### src/rtl/fasttwosum_pkg.sv
// -----------------------------------------------------------------------------
// fasttwosum_pkg
// Shared types for the FastTwoSum merge scheduler: the scheduler state
// encoding and the (sum, error) pair type used for the default FP format
// (E5M2: 1 sign, 5 exponent, 2 mantissa bits).
// -----------------------------------------------------------------------------
package fasttwosum_pkg;

  localparam int unsigned FP_EXP_WIDTH  = 5;
  localparam int unsigned FP_MANT_WIDTH = 2;
  localparam int unsigned FP_BIT_WIDTH  = 1 + FP_EXP_WIDTH + FP_MANT_WIDTH;

  typedef enum logic [1:0] {
    ST_IDLE    = 2'd0,
    ST_COLLECT = 2'd1,
    ST_REDUCE  = 2'd2,
    ST_OUTPUT  = 2'd3
  } sched_state_e;

  typedef struct packed {
    logic [FP_BIT_WIDTH-1:0] sum;
    logic [FP_BIT_WIDTH-1:0] error;
  } fp_pair_t;

endpackage

### src/rtl/fasttwosum_merge_sched_pool.sv
// -----------------------------------------------------------------------------
// fasttwosum_pair_pool
// Circular FIFO of (sum, error) pairs with one push and up to two pops per
// cycle. The two oldest entries are always visible on head0/head1 so the
// scheduler can issue them without a read latency.
//
// Ports:
//   clk_i, rst_ni          clock, asynchronous active-low reset
//   push_i                 write push_sum_i/push_error_i at the tail
//   pop_i                  number of entries to drop from the head (0..2)
//   head0_*_o, head1_*_o   oldest and second-oldest entries (pre-push view)
//   count_o                current occupancy (0..DEPTH)
//   full_o                 occupancy equals DEPTH
// -----------------------------------------------------------------------------
module fasttwosum_pair_pool
  import fasttwosum_pkg::*;
#(
  parameter int unsigned W     = FP_BIT_WIDTH,
  parameter int unsigned DEPTH = 8
) (
  input  logic                     clk_i,
  input  logic                     rst_ni,
  input  logic                     push_i,
  input  logic [W-1:0]             push_sum_i,
  input  logic [W-1:0]             push_error_i,
  input  logic [1:0]               pop_i,
  output logic [W-1:0]             head0_sum_o,
  output logic [W-1:0]             head0_error_o,
  output logic [W-1:0]             head1_sum_o,
  output logic [W-1:0]             head1_error_o,
  output logic [$clog2(DEPTH):0]   count_o,
  output logic                     full_o
);

  localparam int unsigned PTR_W = $clog2(DEPTH);
  localparam int unsigned CNT_W = PTR_W + 1;

  logic [2*W-1:0]   mem_q [DEPTH];
  logic [PTR_W-1:0] head_q, head_d;
  logic [PTR_W-1:0] tail_q, tail_d;
  logic [CNT_W-1:0] count_q, count_d;
  logic [PTR_W-1:0] head_next;

  // DEPTH is a power of two, so pointer arithmetic wraps for free.
  assign head_next = head_q + PTR_W'(1);

  assign head0_sum_o   = mem_q[head_q][2*W-1:W];
  assign head0_error_o = mem_q[head_q][W-1:0];
  assign head1_sum_o   = mem_q[head_next][2*W-1:W];
  assign head1_error_o = mem_q[head_next][W-1:0];
  assign count_o       = count_q;
  assign full_o        = (count_q == CNT_W'(DEPTH));

  always_comb begin
    head_d  = head_q + PTR_W'(pop_i);
    tail_d  = push_i ? tail_q + PTR_W'(1) : tail_q;
    count_d = count_q + CNT_W'(push_i) - CNT_W'(pop_i);
  end

  // Storage carries no reset; occupancy tracking decides what is valid.
  // A push into a slot popped in the same cycle is safe because the pop
  // consumed the old contents before this edge.
  always_ff @(posedge clk_i) begin
    if (push_i) begin
      mem_q[tail_q] <= {push_sum_i, push_error_i};
    end
  end

  always_ff @(posedge clk_i or negedge rst_ni) begin
    if (!rst_ni) begin
      head_q  <= '0;
      tail_q  <= '0;
      count_q <= '0;
    end else begin
      head_q  <= head_d;
      tail_q  <= tail_d;
      count_q <= count_d;
    end
  end

endmodule

### src/rtl/fasttwosum_merge_sched.sv
// -----------------------------------------------------------------------------
// fasttwosum_merge_sched
// Reduces a variable-length group of (sum, error) pairs to one pair by
// time-sharing a single external fasttwosum_merge unit. Pairs are buffered in
// a FIFO pool; while two or more are present the two oldest are issued, and
// merge results come back to the pool tail after MERGE_LATENCY_I cycles.
// Strict FIFO order fixes the association order, so results are reproducible.
//
// Ports:
//   clk_i, rst_ni                    clock, asynchronous active-low reset
//   in_valid_i/in_ready_o            input handshake
//   in_sum_i, in_error_i, in_last_i  input pair, last-of-group marker
//   merge_{sum,error}_{a,b}_o        operands to the merge unit (0 when idle)
//   merge_sum_i, merge_error_i       merge unit result
//   out_valid_o/out_ready_i          output handshake
//   out_sum_o, out_error_o           reduced pair
//   busy_o                           high whenever not IDLE
//
// Optional feature, macro FASTTWOSUM_SCHED_STATS_EN:
//   merge_count_o  merges issued for the current group
//   cycle_count_o  cycles spent in REDUCE (saturating at 16 bits)
// -----------------------------------------------------------------------------
module fasttwosum_merge_sched
  import fasttwosum_pkg::*;
#(
  parameter int unsigned EXP_WIDTH_I     = FP_EXP_WIDTH,
  parameter int unsigned MANT_WIDTH_I    = FP_MANT_WIDTH,
  parameter int unsigned DEPTH_I         = 8,
  parameter int unsigned MERGE_LATENCY_I = 3,
  localparam int unsigned BIT_WIDTH_I    = 1 + EXP_WIDTH_I + MANT_WIDTH_I,
  localparam int unsigned CNT_W          = $clog2(DEPTH_I) + 1
) (
  input  logic                   clk_i,
  input  logic                   rst_ni,
  input  logic                   in_valid_i,
  output logic                   in_ready_o,
  input  logic [BIT_WIDTH_I-1:0] in_sum_i,
  input  logic [BIT_WIDTH_I-1:0] in_error_i,
  input  logic                   in_last_i,
  output logic [BIT_WIDTH_I-1:0] merge_sum_a_o,
  output logic [BIT_WIDTH_I-1:0] merge_error_a_o,
  output logic [BIT_WIDTH_I-1:0] merge_sum_b_o,
  output logic [BIT_WIDTH_I-1:0] merge_error_b_o,
  input  logic [BIT_WIDTH_I-1:0] merge_sum_i,
  input  logic [BIT_WIDTH_I-1:0] merge_error_i,
  output logic                   out_valid_o,
  input  logic                   out_ready_i,
  output logic [BIT_WIDTH_I-1:0] out_sum_o,
  output logic [BIT_WIDTH_I-1:0] out_error_o,
`ifdef FASTTWOSUM_SCHED_STATS_EN
  output logic [CNT_W-1:0]       merge_count_o,
  output logic [15:0]            cycle_count_o,
`endif
  output logic                   busy_o
);

  localparam int unsigned W   = BIT_WIDTH_I;
  localparam int unsigned LAT = MERGE_LATENCY_I;

  sched_state_e state_q, state_d;

  logic             xfer;
  logic             group_end;
  logic             issue;
  logic             retire;
  logic             res_valid;
  logic             push;
  logic [W-1:0]     push_sum;
  logic [W-1:0]     push_error;
  logic [1:0]       pop;
  logic [LAT-1:0]   inflight_q, inflight_d;
  logic [W-1:0]     out_sum_q, out_sum_d;
  logic [W-1:0]     out_error_q, out_error_d;

  logic [W-1:0]     head0_sum, head0_error, head1_sum, head1_error;
  logic [CNT_W-1:0] pool_count;
  logic             pool_full;

  fasttwosum_pair_pool #(
    .W     (W),
    .DEPTH (DEPTH_I)
  ) u_pool (
    .clk_i         (clk_i),
    .rst_ni        (rst_ni),
    .push_i        (push),
    .push_sum_i    (push_sum),
    .push_error_i  (push_error),
    .pop_i         (pop),
    .head0_sum_o   (head0_sum),
    .head0_error_o (head0_error),
    .head1_sum_o   (head1_sum),
    .head1_error_o (head1_error),
    .count_o       (pool_count),
    .full_o        (pool_full)
  );

  // Ready depends only on registered state and occupancy.
  assign in_ready_o = (state_q == ST_IDLE) ||
                      ((state_q == ST_COLLECT) && !pool_full);
  assign xfer       = in_valid_i && in_ready_o;

  // The transfer that fills the pool closes the group even without in_last_i.
  assign group_end  = in_last_i || (pool_count == CNT_W'(DEPTH_I - 1));

  assign res_valid  = inflight_q[LAT-1];

  // Input transfers and merge results never coincide: results only return
  // in REDUCE, where the input side is closed.
  assign push       = xfer || res_valid;
  assign push_sum   = xfer ? in_sum_i   : merge_sum_i;
  assign push_error = xfer ? in_error_i : merge_error_i;
  assign pop        = issue ? 2'd2 : (retire ? 2'd1 : 2'd0);

  assign inflight_d = (inflight_q << 1) | LAT'(issue);

  assign merge_sum_a_o   = issue ? head0_sum   : '0;
  assign merge_error_a_o = issue ? head0_error : '0;
  assign merge_sum_b_o   = issue ? head1_sum   : '0;
  assign merge_error_b_o = issue ? head1_error : '0;

  assign out_valid_o = (state_q == ST_OUTPUT);
  assign out_sum_o   = out_sum_q;
  assign out_error_o = out_error_q;
  assign busy_o      = (state_q != ST_IDLE);

  // Next-state logic. The group is finished once a single entry remains and
  // nothing is still travelling through the merge unit.
  always_comb begin
    state_d     = state_q;
    issue       = 1'b0;
    retire      = 1'b0;
    out_sum_d   = out_sum_q;
    out_error_d = out_error_q;
    case (state_q)
      ST_IDLE: begin
        if (xfer) begin
          state_d = group_end ? ST_REDUCE : ST_COLLECT;
        end
      end
      ST_COLLECT: begin
        if (xfer && group_end) begin
          state_d = ST_REDUCE;
        end
      end
      ST_REDUCE: begin
        if (pool_count >= CNT_W'(2)) begin
          issue = 1'b1;
        end else if ((pool_count == CNT_W'(1)) && (inflight_q == '0)) begin
          retire      = 1'b1;
          out_sum_d   = head0_sum;
          out_error_d = head0_error;
          state_d     = ST_OUTPUT;
        end
      end
      ST_OUTPUT: begin
        if (out_ready_i) begin
          state_d = ST_IDLE;
        end
      end
      default: state_d = ST_IDLE;
    endcase
  end

  // Clearing the in-flight register on reset makes stale merge results
  // returning after a reset invisible.
  always_ff @(posedge clk_i or negedge rst_ni) begin
    if (!rst_ni) begin
      state_q     <= ST_IDLE;
      inflight_q  <= '0;
      out_sum_q   <= '0;
      out_error_q <= '0;
    end else begin
      state_q     <= state_d;
      inflight_q  <= inflight_d;
      out_sum_q   <= out_sum_d;
      out_error_q <= out_error_d;
    end
  end

`ifdef FASTTWOSUM_SCHED_STATS_EN
  logic [CNT_W-1:0] merge_count_q, merge_count_d;
  logic [15:0]      cycle_count_q, cycle_count_d;

  // Counters restart with the first transfer of a group and freeze outside
  // REDUCE, so they still hold the group's figures during OUTPUT.
  always_comb begin
    merge_count_d = merge_count_q;
    cycle_count_d = cycle_count_q;
    if ((state_q == ST_IDLE) && xfer) begin
      merge_count_d = '0;
      cycle_count_d = '0;
    end else begin
      if (issue) begin
        merge_count_d = merge_count_q + CNT_W'(1);
      end
      if ((state_q == ST_REDUCE) && (cycle_count_q != 16'hFFFF)) begin
        cycle_count_d = cycle_count_q + 16'd1;
      end
    end
  end

  always_ff @(posedge clk_i or negedge rst_ni) begin
    if (!rst_ni) begin
      merge_count_q <= '0;
      cycle_count_q <= '0;
    end else begin
      merge_count_q <= merge_count_d;
      cycle_count_q <= cycle_count_d;
    end
  end

  assign merge_count_o = merge_count_q;
  assign cycle_count_o = cycle_count_q;
`endif

endmodule

### config.mk
export PLATFORM = sky130hd
export DESIGN_NAME = fasttwosum_merge_sched
export DESIGN_NICKNAME = d
export VERILOG_FILES = /design/src/rtl/fasttwosum_pkg.sv /design/src/rtl/fasttwosum_merge_sched_pool.sv /design/src/rtl/fasttwosum_merge_sched.sv
export SDC_FILE = /design/constraint.sdc
export NUM_CORES = 1
export LEC_CHECK = 0
export CELL_PAD_IN_SITES_DETAIL_PLACEMENT = 0
export CELL_PAD_IN_SITES_GLOBAL_PLACEMENT = 2
export CORE_MARGIN = 2
export CORE_UTILIZATION = 46
export CTS_BUF_LIST = sky130_fd_sc_hd__clkbuf_4
export CTS_CLUSTER_SIZE = 8
export DETAILED_ROUTE_END_ITERATION = 7
export HOLD_SLACK_MARGIN = 0.15
export PLACE_DENSITY_LB_ADDON = 0.1
export SLEW_MARGIN = 40
export SYNTH_ARGS = -nofsm -noshare
export SYNTH_HDL_FRONTEND = slang
export SYNTH_SLANG_ARGS = --single-unit
### constraint.sdc
create_clock -name clk_i -period 5.2 [get_ports clk_i]
set_clock_uncertainty 0.05 [all_clocks]
set_input_delay 0.78 -clock clk_i [delete_from_list [all_inputs] [get_ports clk_i]]
set_output_delay 0.78 -clock clk_i [all_outputs]
set_load 0.01 [all_outputs]
Word-level counts from Yosys, hierarchy flattened

Memory sizes are Yosys's and may differ from the RTL's.
Index checks and enable logic that the tools add are counted.

Memories kept: 1
Bits in registers: 31
RAM bits: 128
Output and inout port bits: 51
Word-level logic and storage cells: 62
Bits of input ports: 37

Memories:

| name         | words | width | read ports | clocked after Yosys merged registers in | write ports | RTL line                          | text |
|---|---|---|---|---|---|---|---|
| u_pool.mem_q | 8     | 16    | 2          | 0                                       | 1           | fasttwosum_merge_sched_pool.sv:38 | `logic [2*W-1:0] mem_q [DEPTH];` |

Equal/unequal tests: 11
Muxes and demuxes: 22
Reductions and logical operators: 13
Bitwise operators: 2
Add/sub/neg operators: 5
Order comparisons: 1

Operators by type and width:

| cell                                                               | number |
|---|---|
| 2-to-1 mux 8 bit                                                   | 6 |
| 2-to-1 mux 2 bit                                                   | 7 |
| 2-to-1 mux 1 bit                                                   | 8 |
| one-hot mux 2 bit (4 select lines)                                 | 1 |
| adder 3 x 1 -> 3 bit (second input constant)                       | 2 |
| != test 2 bit (second input constant)                              | 3 |
| AND reduction 5 bit                                                | 1 |
| adder 4 x 1 -> 4 bit                                               | 1 |
| == test 2 bit (second input constant)                              | 2 |
| == test 4 x 1 -> 1 bit (second input constant)                     | 1 |
| == test 4 x 3 -> 1 bit (second input constant)                     | 1 |
| == test 4 bit (second input constant)                              | 1 |
| greater-or-equal comparator 4 x 2 -> 1 bit (second input constant) | 1 |
| logical AND 1 bit                                                  | 4 |
| != test 2 x 1 -> 1 bit (second input constant)                     | 2 |
| subtractor 4 x 2 -> 4 bit                                          | 1 |
| adder 3 x 2 -> 3 bit                                               | 1 |
| logical NOT 3 bit                                                  | 1 |
| logical OR 1 bit                                                   | 3 |
| bitwise OR 3 x 1 -> 3 bit                                          | 1 |
| AND reduction 3 bit                                                | 1 |
| == test 2 x 1 -> 1 bit (second input constant)                     | 1 |
| logical NOT 2 bit                                                  | 1 |
| nonzero test 2 bit                                                 | 1 |
| other kinds (2)                                                    | 2 |

Longest topological paths before layout

Word-level depth: 8
Gate-level depth with buffers: 11
Gate-level depth less buffers: 10

By module

Synthesis repeated with hierarchy kept, for this count alone.

Cell total of the unflattened synthesis: 531
Area total of the unflattened synthesis: 8186.6 um^2

Modules (own cells, without submodules):

| module                 | cells an instance | instances | area an instance (um^2) | seq. area each (um^2) |
|---|---|---|---|---|
| fasttwosum_pair_pool   | 410               | 1         | 6762.7                  | 4093.9 |
| fasttwosum_merge_sched | 121               | 1         | 1423.9                  | 525.5 |

Worst setup path before layout

Ideal clock, no wire load.

Kind: in2reg
Start: input in_valid_i
End: memory u_pool.mem_q[1][0] (netlist name) (enable)
Arrival time: 2.440 ns
Path slack: 2.301 ns
Data required time: 4.741 ns
Cell stages on the path: 5
Buffers on the path: 1
Cell sequence: o21ai_0 > nor2_1 > buf_2 > o21ai_1 > nor3_1

Word-level cells in the longest chain between the ends: 4

RTL lines:

| element                                | RTL line                          | text |
|---|---|---|
| start, declared                        | fasttwosum_merge_sched.sv:35      | `input logic in_valid_i,` |
| logical AND 1 bit                      | fasttwosum_merge_sched.sv:100     | `assign xfer = in_valid_i && in_ready_o;` |
| logical OR 1 bit                       | fasttwosum_merge_sched.sv:109     | `assign push = xfer \|\| res_valid;` |
| 2-to-1 mux 1 bit                       | fasttwosum_merge_sched_pool.sv:64 | `if (push_i) begin` |
| 2-to-1 mux 1 bit (not written as such) | fasttwosum_merge_sched_pool.sv:65 | `mem_q[tail_q] <= {push_sum_i, push_error_i};` |
| end, declared                          | fasttwosum_merge_sched_pool.sv:38 |  |

Every way passes these cells.

Worst setup path in the final report

Start: register u_pool.head_q[0]
End: output merge_error_a_o[6]

Word-level cells in the longest chain between the ends: 2

RTL lines:

| element                | RTL line                          | text |
|---|---|---|
| start, declared        | fasttwosum_merge_sched_pool.sv:39 | `logic [PTR_W-1:0] head_q, head_d;` |
| start signal, assigned | fasttwosum_merge_sched_pool.sv:71 | `head_q <= '0;` |
| start signal, assigned | fasttwosum_merge_sched_pool.sv:75 | `head_q <= head_d;` |
| memory (8 x 16 bit)    | -                                 |  |
| 2-to-1 mux 8 bit       | fasttwosum_merge_sched.sv:117     | `assign merge_error_a_o = issue ? head0_error : '0;` |
| end, declared          | fasttwosum_merge_sched.sv:41      | `output logic [BIT_WIDTH_I-1:0] merge_error_a_o,` |

Every way passes these cells.

==> impl_metrics.ini <==
[critical_path]
cp_slowest_stage_delay_ns = 0.69
crit_end = merge_error_a_o[6]
reg2reg_to = u_pool.count_o[3]
cpMaxStageDelayCell = dfrtp_4
end_kind = output port
r2r_cells = 10
cp.depth = 5
crit_start = u_pool.head_q[0]
crit_type = reg -> out
rrSetupSlack_ns = 2.24
path_delay_family = buffers and inverters
path_cells = buf_4 -> mux4_2 -> mux2i_1 -> nor2_1 -> clkdlybuf4s50_1
worstReg2RegStart = u_pool.count_o[2]
start_kind = flip-flop
crit_fanout = 46
critPathRequiredTime_ns = 4.37
cp.arrival_ns = 3.49
crit_buf_inv = 2

[yosys]
postSynthAreaPerCell_sq_um = 16.9
synth_compound_area_share_pct = 2.00
ys_seq_area_share_pct = 60.1
synth-xor-area-share_pct = 1.25
ys_types = 39
synthMuxAreaShare_pct = 25.7
synth-edff-count = 128
syn-instance-count = 454
netlist_area_sq_mm = 0.00768
ys.flop_type = edfxtp_1
synth.top_cell.area_share_pct = 50.0
synthArstFlopShare_pct = 19.5
synth_area_leaders = edfxtp_1, mux4_2, dfrtp_1, mux2i_1, mux2_2
yosysTopAreaCell = edfxtp_1
ys_seq_elements = 159
ys.warnings.count = 0
synth-simple-area-share_pct = 4.54
synth_top_family_by_area = multiplexers
synthAdderAreaFrac_pct = 2.80

[power_and_ir_drop]
pwr-share-clk_pct = 16.9
p_sw_w = 0.00199
seq_power_share_pct = 35.5
ir_drop_v = 0.000261
swShare_pct = 35.2
intPower_w = 0.00366
power_density_mw_per_mm2 = 613
comb_power_share_pct = 47.6
leakagePower_nw = 3.33

[grt]
grt_pass1_wl_microns = 26700
grt_max_degree = 47
grt_pass1_vias = 4547
groute.usage.overall_pct = 20.7
antenna_found_initial = 1
grt_overflow_total = 0

[clock_tree]
cts_resized = 0
clock_sinks = 159
root_buffer = clkbuf_4
clockBufferDepth = 2
clkLatencyLatePin_ns = 0.55
clkSlewWorstSetupHoldPaths_ns = 0.13
cts_tree = done
cts_made_buffers = 17
cts_max_level = 4

[sta]
fin_crit_ns = 4.32
max_freq_ghz = 0.232
tightest_slew_ns = 0.784
rsz0062_at_grt = false
slew_viol_final = 0
setup_viol = 0
final.period_utilization_pct = 83.0
setup_tns_ns = 0
slew_headroom_pct = 47.6
final_hold_viol_count = 0

[routing]
first_iter_violations = 248
drtAntennaViolNets = 0
dr.pass1.iters = 5
vias = 4389
drc_errors = 0
routed_wl_microns = 17200
drt-vias-per-instance = 5.58
wl_per_cell_microns = 21.9

[worst_hold_path]
hp-class = reg -> reg

[die]
core_sq_mm = 0.0165
die_y_microns = 133
start_util_pct = 46.7
rows = 47
die_w_microns = 133
die_area_sq_mm = 0.0178
io_pins = 88

[layout]
fin_nets = 605
drive_above_1_share_pct = 25.1
stdcell_count = 786
area_growth_pct = 19.7

[placed_design]
dp_cells = 752
place_hpwl_microns = 10700
place_congestion = 0.740
port_buffers = 87

[status]
status = finished, final reports clean

[run]
cap_viol_max_count = 0
[placed cells by master (no fill, tap or decap), types with 2 or more instances in the layout]
cell type,Yosys,final
nand2b_1,3,3
edfxtp_1,128,128
clkbuf_4,0,20
clkinv_2,0,2
mux2_2,18,18
clkdlybuf4s50_1,0,86
a21oi_1,17,17
xor2_1,2,2
buf_4,8,15
bufinv_16,0,7
mux2i_1,33,33
fa_1,2,2
inv_1,27,27
o21ai_0,4,4
xnor2_1,4,4
nand2_1,37,37
ha_1,14,13
nand3_1,2,2
conb_1,1,2
dfrtp_1,31,29
nor3_2,0,2
nor2_1,24,23
mux4_2,64,64
[repair_timing]
| action | in CTS | in global routing |
|---|---|---|
| setup buffers | 0 | 0 |
| hold buffers | 0 | 1 |
| endpoints found under the hold margin | 0 | 31 |
[final cells by class]
class / instances / area (sq um)
diodes: 1 / 2.50
clock buffers: 20 / 150
clock inverters: 12 / 240
fillers: 1341 / 7260
inverters: 28 / 105
multi-input cells: 244 / 2820
flip-flops and latches: 159 / 4620
well taps: 220 / 275
repair buffers: 102 / 983
[synthesized netlist by cell type, types with 2 or more instances]
library cell and count:
ha_1 14, buf_4 8, mux2i_1 33, fa_1 2, nand2_1 37, edfxtp_1 128
clkbuf_1 3, xnor2_1 4, mux4_2 64, dfrtp_1 31, nor3_1 2, mux2_2 18
nand2b_1 3, buf_6 5, nor2_1 24, xor2_1 2, inv_1 27, a21oi_1 17
o21ai_0 4, nand3_1 2, buf_2 8
[routing by layer]
| layer | GRT usage (%) | up-vias | wire length (microns) |
|---|---|---|---|
| li1 | - | 1952 | - |
| met1 | 27.6 | 2271 | 7350 |
| met2 | 34.7 | 146 | 8710 |
| met3 | 4.30 | 20 | 938 |
| met4 | 6.50 | 0 | 231 |
| met5 | 0 | - | 0 |
[metrics by stage]
step                power [W]  util (%)  hold slack [ns]  setup slack, ns  instance area, sq um
floorplan             0.00373         -            0.296             2.30                  7690
global placement      0.00472      53.4            0.307             1.29                  8790
detailed placement    0.00477      53.4            0.314             1.42                  8800
CTS                   0.00572      55.8            0.221            0.780                  9190
global route          0.00601      55.9            0.353            0.569                  9200
finish                0.00564      55.9            0.336            0.882                  9200
[logic make-up after synthesis]
logic type / Yosys count
flip-flops: 159
multiplexers: 115
AND/OR/NAND/NOR: 75
buffers and inverters: 52
AO/OA/AOI/OAI: 28
adder cells (fa/ha/maj): 16
XOR/XNOR: 8
other: 1
[state kept, by name (all words and copies together), names as in the netlist]
signal / cells
u_pool.mem_q: 128
inflight_q: 3
u_pool.count_o: 4
u_pool.head_q: 3
out_error_o: 8
u_pool.tail_q: 3
out_sum_o: 8
state_q: 2
[power groups by stage]
stage / sequential (W) / clock [W] / combinational (W)
after floorplan: 0.00196 / 0 / 0.00177
after global placement: 0.00202 / 0 / 0.00270
after detailed placement: 0.00204 / 0 / 0.00273
after CTS: 0.00201 / 0.000976 / 0.00274
after global routing: 0.00205 / 0.00103 / 0.00293
final: 0.00200 / 0.000954 / 0.00269
[worst min-delay path by stage]
stage	startpoint	to	slack (ns)	cells past startpoint
2_1_floorplan	inflight_q[1]	inflight_q[2]	0.30	0
3_3_place_gp	inflight_q[1]	inflight_q[2]	0.31	0
3_5_place_dp	inflight_q[1]	inflight_q[2]	0.31	0
4_1_cts	rst_ni	u_pool.count_o[1]	0.22	1
5_1_grt	inflight_q[1]	inflight_q[2]	0.35	0
6_report	inflight_q[1]	inflight_q[2]	0.34	0
Power figures use the tool's default switching activity.
